File: src/rtl/sd_spi_block_rx.sv
// SD SPI-mode single data block receiver: token hunt, MSB-first byte stream, CRC16 check.
// Optional CRC16 engine built only when SD_RX_CRC_CHECK_EN is defined; otherwise CRC bits are consumed and accepted.
module sd_spi_block_rx #(
  parameter int         BLOCK_BYTES         = 512,
  parameter int         TOKEN_TIMEOUT_BYTES = 100,
  parameter logic [7:0] START_TOKEN         = 8'hFE,
  localparam int        IW                  = $clog2(BLOCK_BYTES),
  localparam int        TW                  = $clog2(TOKEN_TIMEOUT_BYTES + 1)
) (
  input  logic          clk,
  input  logic          rst_n,
  input  logic          start,
  input  logic          bit_strobe,
  input  logic          sd_data0,
  output logic [7:0]    byte_out,
  output logic          byte_valid,
  output logic [IW-1:0] byte_index,
  output logic          busy,
  output logic          done,
  output logic          crc_ok,
  output logic          err_crc,
  output logic          err_token,
  output logic          err_timeout,
  output logic [3:0]    err_code,
  output logic [15:0]   crc_rx,
  output logic [15:0]   crc_calc
);

  typedef enum logic [2:0] {
    S_IDLE,
    S_WAIT_TOKEN,
    S_DATA,
    S_CRC,
    S_FINISH
  } state_t;

  state_t        state;
  logic [7:0]    shreg;
  logic [2:0]    bit_cnt;
  logic [TW-1:0] to_cnt;
  logic [IW-1:0] byte_cnt;
  logic [15:0]   crc_cur;
  logic [7:0]    byte_nxt;
  logic [15:0]   crc_rx_nxt;
  logic          byte_end;
  logic          crc_en;

  assign byte_nxt   = {shreg[6:0], sd_data0};
  assign crc_rx_nxt = {crc_rx[14:0], sd_data0};
  assign byte_end   = bit_strobe && (bit_cnt == 3'd7);

`ifdef SD_RX_CRC_CHECK_EN
  logic [15:0] crc;

  function automatic logic [15:0] crc16_bit(input logic [15:0] c, input logic d);
    logic fb;
    fb = c[15] ^ d;
    return {c[14:0], 1'b0} ^ (fb ? 16'h1021 : 16'h0000);
  endfunction

  // Seeded on the start token so only payload bits contribute.
  always_ff @(posedge clk or negedge rst_n) begin
    if (!rst_n) begin
      crc <= 16'h0000;
    end else if (state == S_WAIT_TOKEN && byte_end && byte_nxt == START_TOKEN
                 && byte_nxt != 8'hFF) begin
      crc <= 16'h0000;
    end else if (state == S_DATA && bit_strobe) begin
      crc <= crc16_bit(crc, sd_data0);
    end
  end

  assign crc_cur = crc;
  assign crc_en  = 1'b1;
`else
  assign crc_cur = 16'h0000;
  assign crc_en  = 1'b0;
`endif

  always_ff @(posedge clk or negedge rst_n) begin
    if (!rst_n) begin
      state       <= S_IDLE;
      shreg       <= 8'h00;
      bit_cnt     <= 3'd0;
      to_cnt      <= '0;
      byte_cnt    <= '0;
      byte_out    <= 8'h00;
      byte_valid  <= 1'b0;
      byte_index  <= '0;
      busy        <= 1'b0;
      done        <= 1'b0;
      crc_ok      <= 1'b0;
      err_crc     <= 1'b0;
      err_token   <= 1'b0;
      err_timeout <= 1'b0;
      err_code    <= 4'h0;
      crc_rx      <= 16'h0000;
      crc_calc    <= 16'h0000;
    end else begin
      byte_valid <= 1'b0;
      done       <= 1'b0;
      case (state)
        S_IDLE: begin
          // A strobe arriving with start is deliberately not counted.
          if (start) begin
            state       <= S_WAIT_TOKEN;
            busy        <= 1'b1;
            crc_ok      <= 1'b0;
            err_crc     <= 1'b0;
            err_token   <= 1'b0;
            err_timeout <= 1'b0;
            err_code    <= 4'h0;
            crc_rx      <= 16'h0000;
            crc_calc    <= 16'h0000;
            shreg       <= 8'h00;
            bit_cnt     <= 3'd0;
            to_cnt      <= '0;
            byte_cnt    <= '0;
          end
        end

        S_WAIT_TOKEN: begin
          if (bit_strobe) begin
            shreg   <= byte_nxt;
            bit_cnt <= bit_cnt + 3'd1;
            if (bit_cnt == 3'd7) begin
              if (byte_nxt == 8'hFF) begin
                to_cnt <= to_cnt + TW'(1);
                if (to_cnt == TW'(TOKEN_TIMEOUT_BYTES - 1)) begin
                  err_timeout <= 1'b1;
                  done        <= 1'b1;
                  state       <= S_FINISH;
                end
              end else if (byte_nxt == START_TOKEN) begin
                byte_cnt <= '0;
                state    <= S_DATA;
              end else begin
                err_token <= 1'b1;
                err_code  <= (byte_nxt[7:4] == 4'h0) ? byte_nxt[3:0] : 4'hF;
                done      <= 1'b1;
                state     <= S_FINISH;
              end
            end
          end
        end

        S_DATA: begin
          if (bit_strobe) begin
            shreg   <= byte_nxt;
            bit_cnt <= bit_cnt + 3'd1;
            if (bit_cnt == 3'd7) begin
              byte_out   <= byte_nxt;
              byte_index <= byte_cnt;
              byte_valid <= 1'b1;
              if (byte_cnt == IW'(BLOCK_BYTES - 1)) begin
                byte_cnt <= '0;
                state    <= S_CRC;
              end else begin
                byte_cnt <= byte_cnt + IW'(1);
              end
            end
          end
        end

        S_CRC: begin
          if (bit_strobe) begin
            shreg   <= byte_nxt;
            bit_cnt <= bit_cnt + 3'd1;
            crc_rx  <= crc_rx_nxt;
            // byte_cnt[0] distinguishes the high and low CRC bytes.
            if (bit_cnt == 3'd7) begin
              if (byte_cnt[0]) begin
                crc_calc <= crc_cur;
                crc_ok   <= !crc_en || (crc_rx_nxt == crc_cur);
                err_crc  <= crc_en && (crc_rx_nxt != crc_cur);
                done     <= 1'b1;
                state    <= S_FINISH;
              end else begin
                byte_cnt <= IW'(1);
              end
            end
          end
        end

        S_FINISH: begin
          busy  <= 1'b0;
          state <= S_IDLE;
        end

        default: state <= S_IDLE;
      endcase
    end
  end

endmodule

File: config.mk
export PLATFORM = sky130hd
export DESIGN_NAME = sd_spi_block_rx
export DESIGN_NICKNAME = d
export VERILOG_FILES = /design/src/rtl/sd_spi_block_rx.sv
export SDC_FILE = /design/constraint.sdc
export NUM_CORES = 1
export LEC_CHECK = 0
export CAP_MARGIN = 20
export CORE_MARGIN = 2
export CORE_UTILIZATION = 55
export DETAILED_ROUTE_END_ITERATION = 8
export GPL_TIMING_DRIVEN = 0
export PLACE_DENSITY = 0.84
export SLEW_MARGIN = 0
export SYNTH_ARGS = -nofsm -noshare
export SYNTH_HDL_FRONTEND = slang
export SYNTH_SLANG_ARGS = --single-unit
File: constraint.sdc
create_clock -name clk -period 7.7 [get_ports clk]
set_clock_uncertainty 0.15 [all_clocks]
set_input_delay 1.54 -clock clk [delete_from_list [all_inputs] [get_ports clk]]
set_output_delay 1.54 -clock clk [all_outputs]
set_load 0.05 [all_outputs]
Word level (Yosys, flattened, before mapping)
Cells that the tools add are included.

storage, ports and cells
  flip-flop bits (word level) = 89
  RAM bits = 0
  memories kept = 0
  input bits = 5
  ROM bits = 0
  word-level logic and storage cells = 149
  bits in latches = 0
  output and inout bits = 60

cells by class
  add/subtract/negate cells = 3
  equality and inequality tests = 26
  shift-type cells = 0
  magnitude comparators = 0
  div/mod/pow operators = 0
  bitwise gates (word level) = 0
  multiplexer cells = 83
  multipliers = 0
  reduce and logical (&&, ||, !) cells = 19

operator list
  operator                                                        count
  9-bit 2-to-1 mux                                                11
  16-bit 2-to-1 mux                                               5
  16-bit case mux with 2 select lines                             2
  3-bit 2-to-1 mux                                                14
  7-bit 2-to-1 mux                                                6
  9-bit case mux with 4 select lines                              1
  2-bit inequality test (second input constant)                   15
  7-bit case mux with 2 select lines                              2
  1-bit 2-to-1 mux                                                27
  4-bit 2-to-1 mux                                                6
  10-bit AND reduction                                            2
  8-bit equality test (second input constant)                     2
  1-bit case mux with 2 select lines                              6
  3-bit case mux with 4 select lines                              1
  6-bit AND reduction                                             2
  11-bit AND reduction                                            1
  5-bit AND reduction                                             2
  9-bit by 1-bit adder with 9-bit output (second input constant)  1
  9-bit equality test (second input constant)                     1
  3-bit AND reduction                                             3
  4-bit case mux with 2 select lines                              1
  2-bit nonzero test                                              4
  7-bit by 1-bit adder with 7-bit output (second input constant)  1
  7-bit equality test (second input constant)                     1
  12 further kinds                                                14

Longest topological paths before layout
Gate-level depths: netlist (run 1).

  depth after elaboration = 7
  gate-level depth with buffers = 10
  mapped depth without buffers = 9

Worst setup path before layout (run 1)
No wires, ideal clock.

  kind = input -> register
  start = in sd_data0
  end = reg to_cnt[6]
  required time = 7.472 ns
  stages = 6
  setup time = 0.078 ns
  arrival time = 2.699 ns
  path buffers = 1
  path slack = 4.774 ns
  cell sequence = buf_2 nand4_1 o31ai_4 nand3_1 or3_1 a21oi_1

between the ends
  cells in the longest elaborated chain, start to end = 3

RTL lines
  what                                    RTL line  RTL
  start, declared                         14        input logic sd_data0,
  8-bit equality test                     127       if (byte_nxt == 8'hFF) begin
  2-bit inequality test (no source line)  -
  5-bit AND reduction (no source line)    -
  end signal, assigned                    128       to_cnt <= to_cnt + TW'(1);
  end, declared                           40        logic [TW-1:0] to_cnt;

No other way between the ends.
A chain may end at the register's enable or synchronous reset.

Final worst setup path (run 1)
  start = in bit_strobe
  end = reg byte_index[6]

between the ends
  cells in the longest elaborated chain, start to end = 1

RTL lines
  what                                  RTL line  RTL
  start, declared                       13        input logic bit_strobe,
  3-bit AND reduction (no source line)  -
  end signal, assigned                  153       byte_index <= byte_cnt;
  end, declared                         17        output logic [IW-1:0] byte_index,

No other way between the ends.

==> metrics.txt, run 1 <==
top cell type's share of synthesized area 54.1%; Final ANT Viol Nets 0; worst setup slack after placement 3.92 ns; hold path cells 2; top cells by count, synth 72 x dfrtp_1, 52 x nand2_1, 37 x o21ai_0; crit-path cells clkdlybuf4s50_1 > and2_1 > clkbuf_1 > nand2_1 > buf_2 > mux2_2; setup violators final 0; Max-cap violations 0; Reg2Reg Depth 10; Final Power 0.989 mW; Tmin final 3.45 ns; FFs w/ async S/R, synth 100%; maximum root-to-sink buffer count 2; kind of critical path input port to register; pin count of the biggest net entering global routing 73; GRT Util Overall 24.0%; crit end category register; Critical Path RT 7.78 ns; setup TNS 0 ns; share of layout cells above drive strength 1 15.8%; type of origin of the critical path input port; hpwl dp 5040 um; DRC Markers 0; Detailed Routing Iterations Pass 1 4; VDD IR max 0.000188 V; Post-synth EDFFs 0; hold_sp byte_index[0]$_DFFE_PN0P_; global-route wire length before repair 12000 um; Slowest cell on crit path clkdlybuf4s50_1; Filler cells 438; 1st-iter DRT viols 154; WL final 7340 um; CTS Buf Count 9; chip width 81.8 um; clock slew at reported path FFs 0.07 ns; Min-Delay Path Class register to register; num ports 65; vias in the first global route 2563; delay-heaviest family, CP buffers and inverters; distinct cell type count after synthesis 42; flops & latches, synth 72; sequential area share after synthesis 54.1%; area leader, netlist dfrtp_1; Worst Hold Endpoint byte_index[0]$_DFFE_PN0P_; top post-synthesis cells by area dfrtp_1 54%, mux2_2 6.4%, nand2_1 5.9%; Power Dens Cells 237 mW/mm2; CP Max Fanout 10; worst skew pair latency 0.34 ns; count leader, synth dfrtp_1; routed len/inst 15.5 um; Setup Buffers After CTS 0; Avg Inst Size Synth 10.3 um2; Final Slew Violations 0; cts repair resizes 0; I/O Buffers 46; FF-to-FF End byte_cnt[3]$_DFFE_PN0P_; prevailing post-synth register cell dfrtp_1; clock sinks 72; hold_buf cts 0; Period Utilization, post-route 44.8%; Avg Vias per Cell 5.45; initial antenna violation count 0; starting density of the core 56.6%; fmax 290 MHz; Post-Place Cells 459; arrival time at the worst endpoint 3.53 ns; CTS H-tree lvls 3; # diodes 0; Post-Layout Cell Count 475; CTS tree yes; Worst Setup Slack, final 4.25 ns; Die Y 81.8 um; global placement routability congestion 0.857; Vias 2587; core area 0.00589 mm2; Layout Nets 405; Area Growth Syn to Fin 25.3%; Finished Core Util 71.0%; Yosys warnings 0; Worst R2R Start byte_cnt[0]$_DFFE_PN0P_; status complete, no violations; leakage power 1.98 nW; R2R setup slack 4.74 ns; Final Hold Fails 0; Slew @ Worst Pin 0.867 ns; die area 0.00670 mm2; crit-path max cell delay 0.51 ns; RSZ-0062 raised after global routing no; Synth Cell Area 0.00333 mm2; Rel. slew slack 42.2%; num rows 28; Clock Tree Root clkbuf_8; grt ovf 0; WP buf/inv 3; synthesized instance count 322
## layout make-up
type | instances | area (um2) | area share, %
flip-flops and latches | 72 | 1800 | 43.1
multi-input cells | 233 | 1390 | 33.4
repair buffers | 46 | 458 | 11.0
plain buffers | 29 | 181 | 4.34
clock buffers | 14 | 173 | 4.13
well taps | 75 | 93.8 | 2.25
clock inverters | 2 | 60.1 | 1.44
inverters | 4 | 15.0 | 0.359
## worst max path at each step
stage / slack [ns] / depth (start not counted) / from / to
2_1_floorplan: 4.77 / 6 / sd_data0 / to_cnt[6]$_DFFE_PN0P_
3_3_place_gp: 2.55 / 1 / rst_n / err_code[1]$_DFFE_PN0P_
3_5_place_dp: 3.92 / 6 / bit_strobe / byte_out[2]$_DFFE_PN0P_
4_1_cts: 4.26 / 6 / bit_strobe / byte_index[6]$_DFFE_PN0P_
5_1_grt: 4.17 / 6 / bit_strobe / byte_index[6]$_DFFE_PN0P_
6_report: 4.25 / 6 / bit_strobe / byte_index[6]$_DFFE_PN0P_
## power breakdown
| group | switching [mW] | internal, mW | leakage (nW) |
|---|---|---|---|
| sequential | 0.0300 | 0.404 | 0.991 |
| combinational | 0.142 | 0.0696 | 0.873 |
| clock | 0.133 | 0.209 | 0.117 |
## cell families after synthesis
| logic type | synth area share, % |
|---|---|
| xor+xnor | 1.05 |
| mux | 6.72 |
| compound gates | 14.2 |
| flops | 54.1 |
| buf+inv | 5.90 |
| other cells | 0.113 |
| fa+ha+maj | 1.88 |
| simple gates | 16.1 |
## registers in the layout (all words and copies together) (netlist names), 3 cells and up
signal	flops
to_cnt	7
crc_rx	16
byte_out	8
err_code	4
state	3
shreg	7
bit_cnt	3
byte_index	9
byte_cnt	9
## layout by cell type (no fill, tap or decap), types with 3 or more instances in the layout
cell	instances
inv_1	4
a22o_1	10
dfrtp_1	72
and3_1	7
buf_4	18
o2bb2ai_1	4
nand2_1	52
nand4_1	3
ha_1	5
o21ai_0	37
nor2_1	24
a21oi_1	7
buf_2	7
nand2b_1	4
clkdlybuf4s50_1	45
nand3_1	9
xor2_1	4
clkbuf_1	7
clkbuf_8	12
conb_1	17
mux2_2	19
## routing by layer
metal  global-route usage (%)  up-vias  wire length (um)
li1                         -     1243                 -
met1                     30.2     1270              3150
met2                     41.0       62              3850
met3                     4.18       12               225
met4                     9.67        0               121
met5                        0        -                 0
## through the flow
| stage | area [um2] | hold WS (ns) |
|---|---|---|
| 6_report | 4180 | 0.347 |
| 5_1_grt | 4180 | 0.367 |
| 4_1_cts | 4180 | 0.344 |
| 3_5_place_dp | 3940 | 0.326 |
| 3_3_place_gp | 3950 | 0.314 |
| 2_1_floorplan | 3390 | 0.304 |
## worst min-delay path: stages (launching register included)
cell     delay (ns)
dfrtp_1        0.35
nand2_1        0.05
o21ai_0        0.06
Power figures use the tool's default switching activity.
==> run 2, diff against run 1 <==
Settings changed: CORE_UTILIZATION 55 to 47, PLACE_DENSITY 0.84 to 0.76.
Clock period 7.7 ns to 2.9 ns, I/O delays scaled along.
==> run 2 against run 1 <==
Sequential cell count is the same. Hold slack lost 0.15 ns. Total power grew to 2.5 times the previous value. Final cell count grew 5.5%. Count of clock-buffer cells in the layout shrank 4. Routed wire length shrank 5.2%. Non-clock buffer count grew 5. Final area grew 1.3%. Global-route usage shrank 4.4 points. Critical endpoint is now byte_cnt[3]$_DFFE_PN0P_.
==> metrics.txt, run 2 (synthesized netlist as in run 1, its figures left out) <==
core area 0.00683 mm2 (+16%); Finished Core Util 61.9% (-9.1 points); crit-path max cell delay 0.42 ns (-0.09 ns); Die Y 88.2 um (+7.8%); die area 0.00778 mm2 (+16%); Worst R2R Start byte_cnt[1]$_DFFE_PN0P_; Area Growth Syn to Fin 26.9%; hpwl dp 4780 um (-5.1%); register with the most flip-flops crc_rx; global-route wire length before repair 11600 um (-4.0%); Rel. slew slack 42.4% (+0.18 points); chip width 88.2 um (+7.8%); Power Dens Cells 592 mW/mm2 (+150%); Tmin final 2.80 ns; most frequent cells in the layout 71 x dfrtp_1, 52 x nand2_1, 45 x clkdlybuf4s50_1; Avg Vias per Cell 5.23 (-4.0%); fmax 357 MHz; initial antenna violation count 0 (unchanged); most common cell after layout, fill and taps aside dfrtp_1; num ports 65 (unchanged); routed len/inst 13.9 um (-10%); Filler cells 596 (+36%); grt ovf 0 (unchanged); CP Max Fanout 8 (-2); Critical Path RT 3.04 ns (-4.74 ns); Vias 2620 (+1.3%); CTS H-tree lvls 3 (unchanged); 1st-iter DRT viols 225 (+46%); CTS Buf Count 9 (unchanged); Min-Delay Path Class input port to asynchronous set/reset pin; kind of critical path register to register; Top Registers crc_rx x16, byte_cnt x9, byte_index x9; setup violators final 0 (unchanged); CTS tree yes; Clock Tree Root clkbuf_8; FF-to-FF End byte_cnt[3]$_DFFE_PN0P_; most used cell, CP and3_1; Final Slew Violations 0 (unchanged); dpl cell area 0.00397 mm2 (+0.67%); Reg2Reg Depth 10 (unchanged); I/O Buffers 46 (unchanged); Slew @ Worst Pin 0.865 ns (-0.00266 ns); global placement routability congestion 0.913 (+6.5%); clock sinks 72 (unchanged); Max-cap violations 0 (unchanged); Detailed Routing Iterations Pass 1 4 (unchanged); pin count of the biggest net entering global routing 73 (unchanged); R2R setup slack 0.1 ns (-4.64 ns); Slowest cell on crit path dfrtp_1; arrival time at the worst endpoint 2.94 ns (-0.59 ns); Layout Nets 410 (+1.2%); starting density of the core 48.8% (-7.8 points); crit-path cells ha_2 > and3_4 > and3_1 > and3_1 > ha_1 > or3_1 > buf_6 > or2_4 > or3b_1 > nand2_1; Final Hold Fails 0 (unchanged); post-route cell area 0.00423 mm2 (+1.3%); WL final 6960 um (-5.2%); crit end category register; Final Power 2.50 mW (+150%); DRC Markers 0 (unchanged); Final ANT Viol Nets 0 (unchanged); worst skew pair latency 0.35 ns (about the same); share of layout cells above drive strength 1 18.0% (+2.3 points); vias in the first global route 2485 (-3.0%); num rows 30 (+7.1%); Period Utilization, post-route 96.7%; # diodes 0 (unchanged); clock slew at reported path FFs 0.08 ns (about the same); Largest register FFs 16 (unchanged); status complete, no violations; type of origin of the critical path register; VDD IR max 0.000478 V (+150%); leakage power 1.99 nW (+0.48%); maximum root-to-sink buffer count 2 (unchanged); GRT Util Overall 19.6% (-4.4 points)
-- run 2: changes by cell type in the layout (fill, tap and decap cells not counted), moves of 2 or more --
| cell | change |
|---|---|
| clkbuf_8 | -2 |
| clkinv_4 | +3 |
| buf_4 | +5 |
| clkbuf_1 | -2 |
-- run 2: power breakdown --
part	leakage, nW	internal (mW)	switching, mW
registers	0.990	1.07	0.0754
logic	0.899	0.184	0.367
clock network	0.102	0.423	0.382
-- run 2: final cells by class --
type,instances,area [um2],area share [%]
plain buffers,29,188,4.44
clock buffers,10,138,3.25
clock inverters,6,68.8,1.63
inverters,4,15.0,0.355
multi-input cells,233,1400,33.1
flip-flops and latches,72,1800,42.6
well taps,96,120,2.84
repair buffers,51,495,11.7
-- run 2: what timing repair did --
item | in CTS | in global routing
pin swaps | 0 | 1
hold buffers | 0 | 0
buffers inserted | 1 | 4
resized for setup | 1 | 5
endpoints found under the setup margin | 1 | 1
-- run 2: critical path: cells and delay by family, from the launching register on --
family / cells / cell delay (ns)
AND/OR/NAND/NOR: 7 / 1.62
adder cells (fa/ha/maj): 2 / 0.41
buffers and inverters: 1 / 0.14
flip-flops: 1 / 0.42
-- run 2: through the flow --
step,instances,TNS [ns],setup slack (ns),hold WS (ns)
3_5_place_dp,480,-0.0484,-0.0484,0.319
5_1_grt,501,-0.0181,-0.0181,0.276
4_1_cts,497,0,0.0173,0.223
2_1_floorplan,338,0,0.146,0.134
6_report,501,0,0.0958,0.198
3_3_place_gp,480,-92.25,-1.28,0.316
-- run 2: how the worst max path moves through the flow --
stage / start / endpoint / slack [ns] / depth (start not counted)
finish: byte_cnt[1]$_DFFE_PN0P_ / byte_cnt[3]$_DFFE_PN0P_ / 0.1 / 10
global route: byte_cnt[1]$_DFFE_PN0P_ / byte_cnt[3]$_DFFE_PN0P_ / -0.02 / 10
CTS: byte_cnt[0]$_DFFE_PN0P_ / byte_cnt[3]$_DFFE_PN0P_ / 0.02 / 10
detailed placement: byte_cnt[0]$_DFFE_PN0P_ / byte_cnt[3]$_DFFE_PN0P_ / -0.05 / 10
global placement: rst_n / err_code[3]$_DFFE_PN0P_ / -1.28 / 1
floorplan: byte_cnt[0]$_DFFE_PN0P_ / byte_cnt[3]$_DFFE_PN0P_ / 0.15 / 10
-- run 2: metal layers --
| metal | part of all wire (%) | track usage, % | vias up |
|---|---|---|---|
| met5 | 0 | 0 | - |
| met4 | 2.2 | 9.78 | 0 |
| met3 | 6.2 | 4.43 | 15 |
| met2 | 48 | 30.1 | 90 |
| met1 | 44 | 26.3 | 1261 |
| li1 | - | - | 1254 |
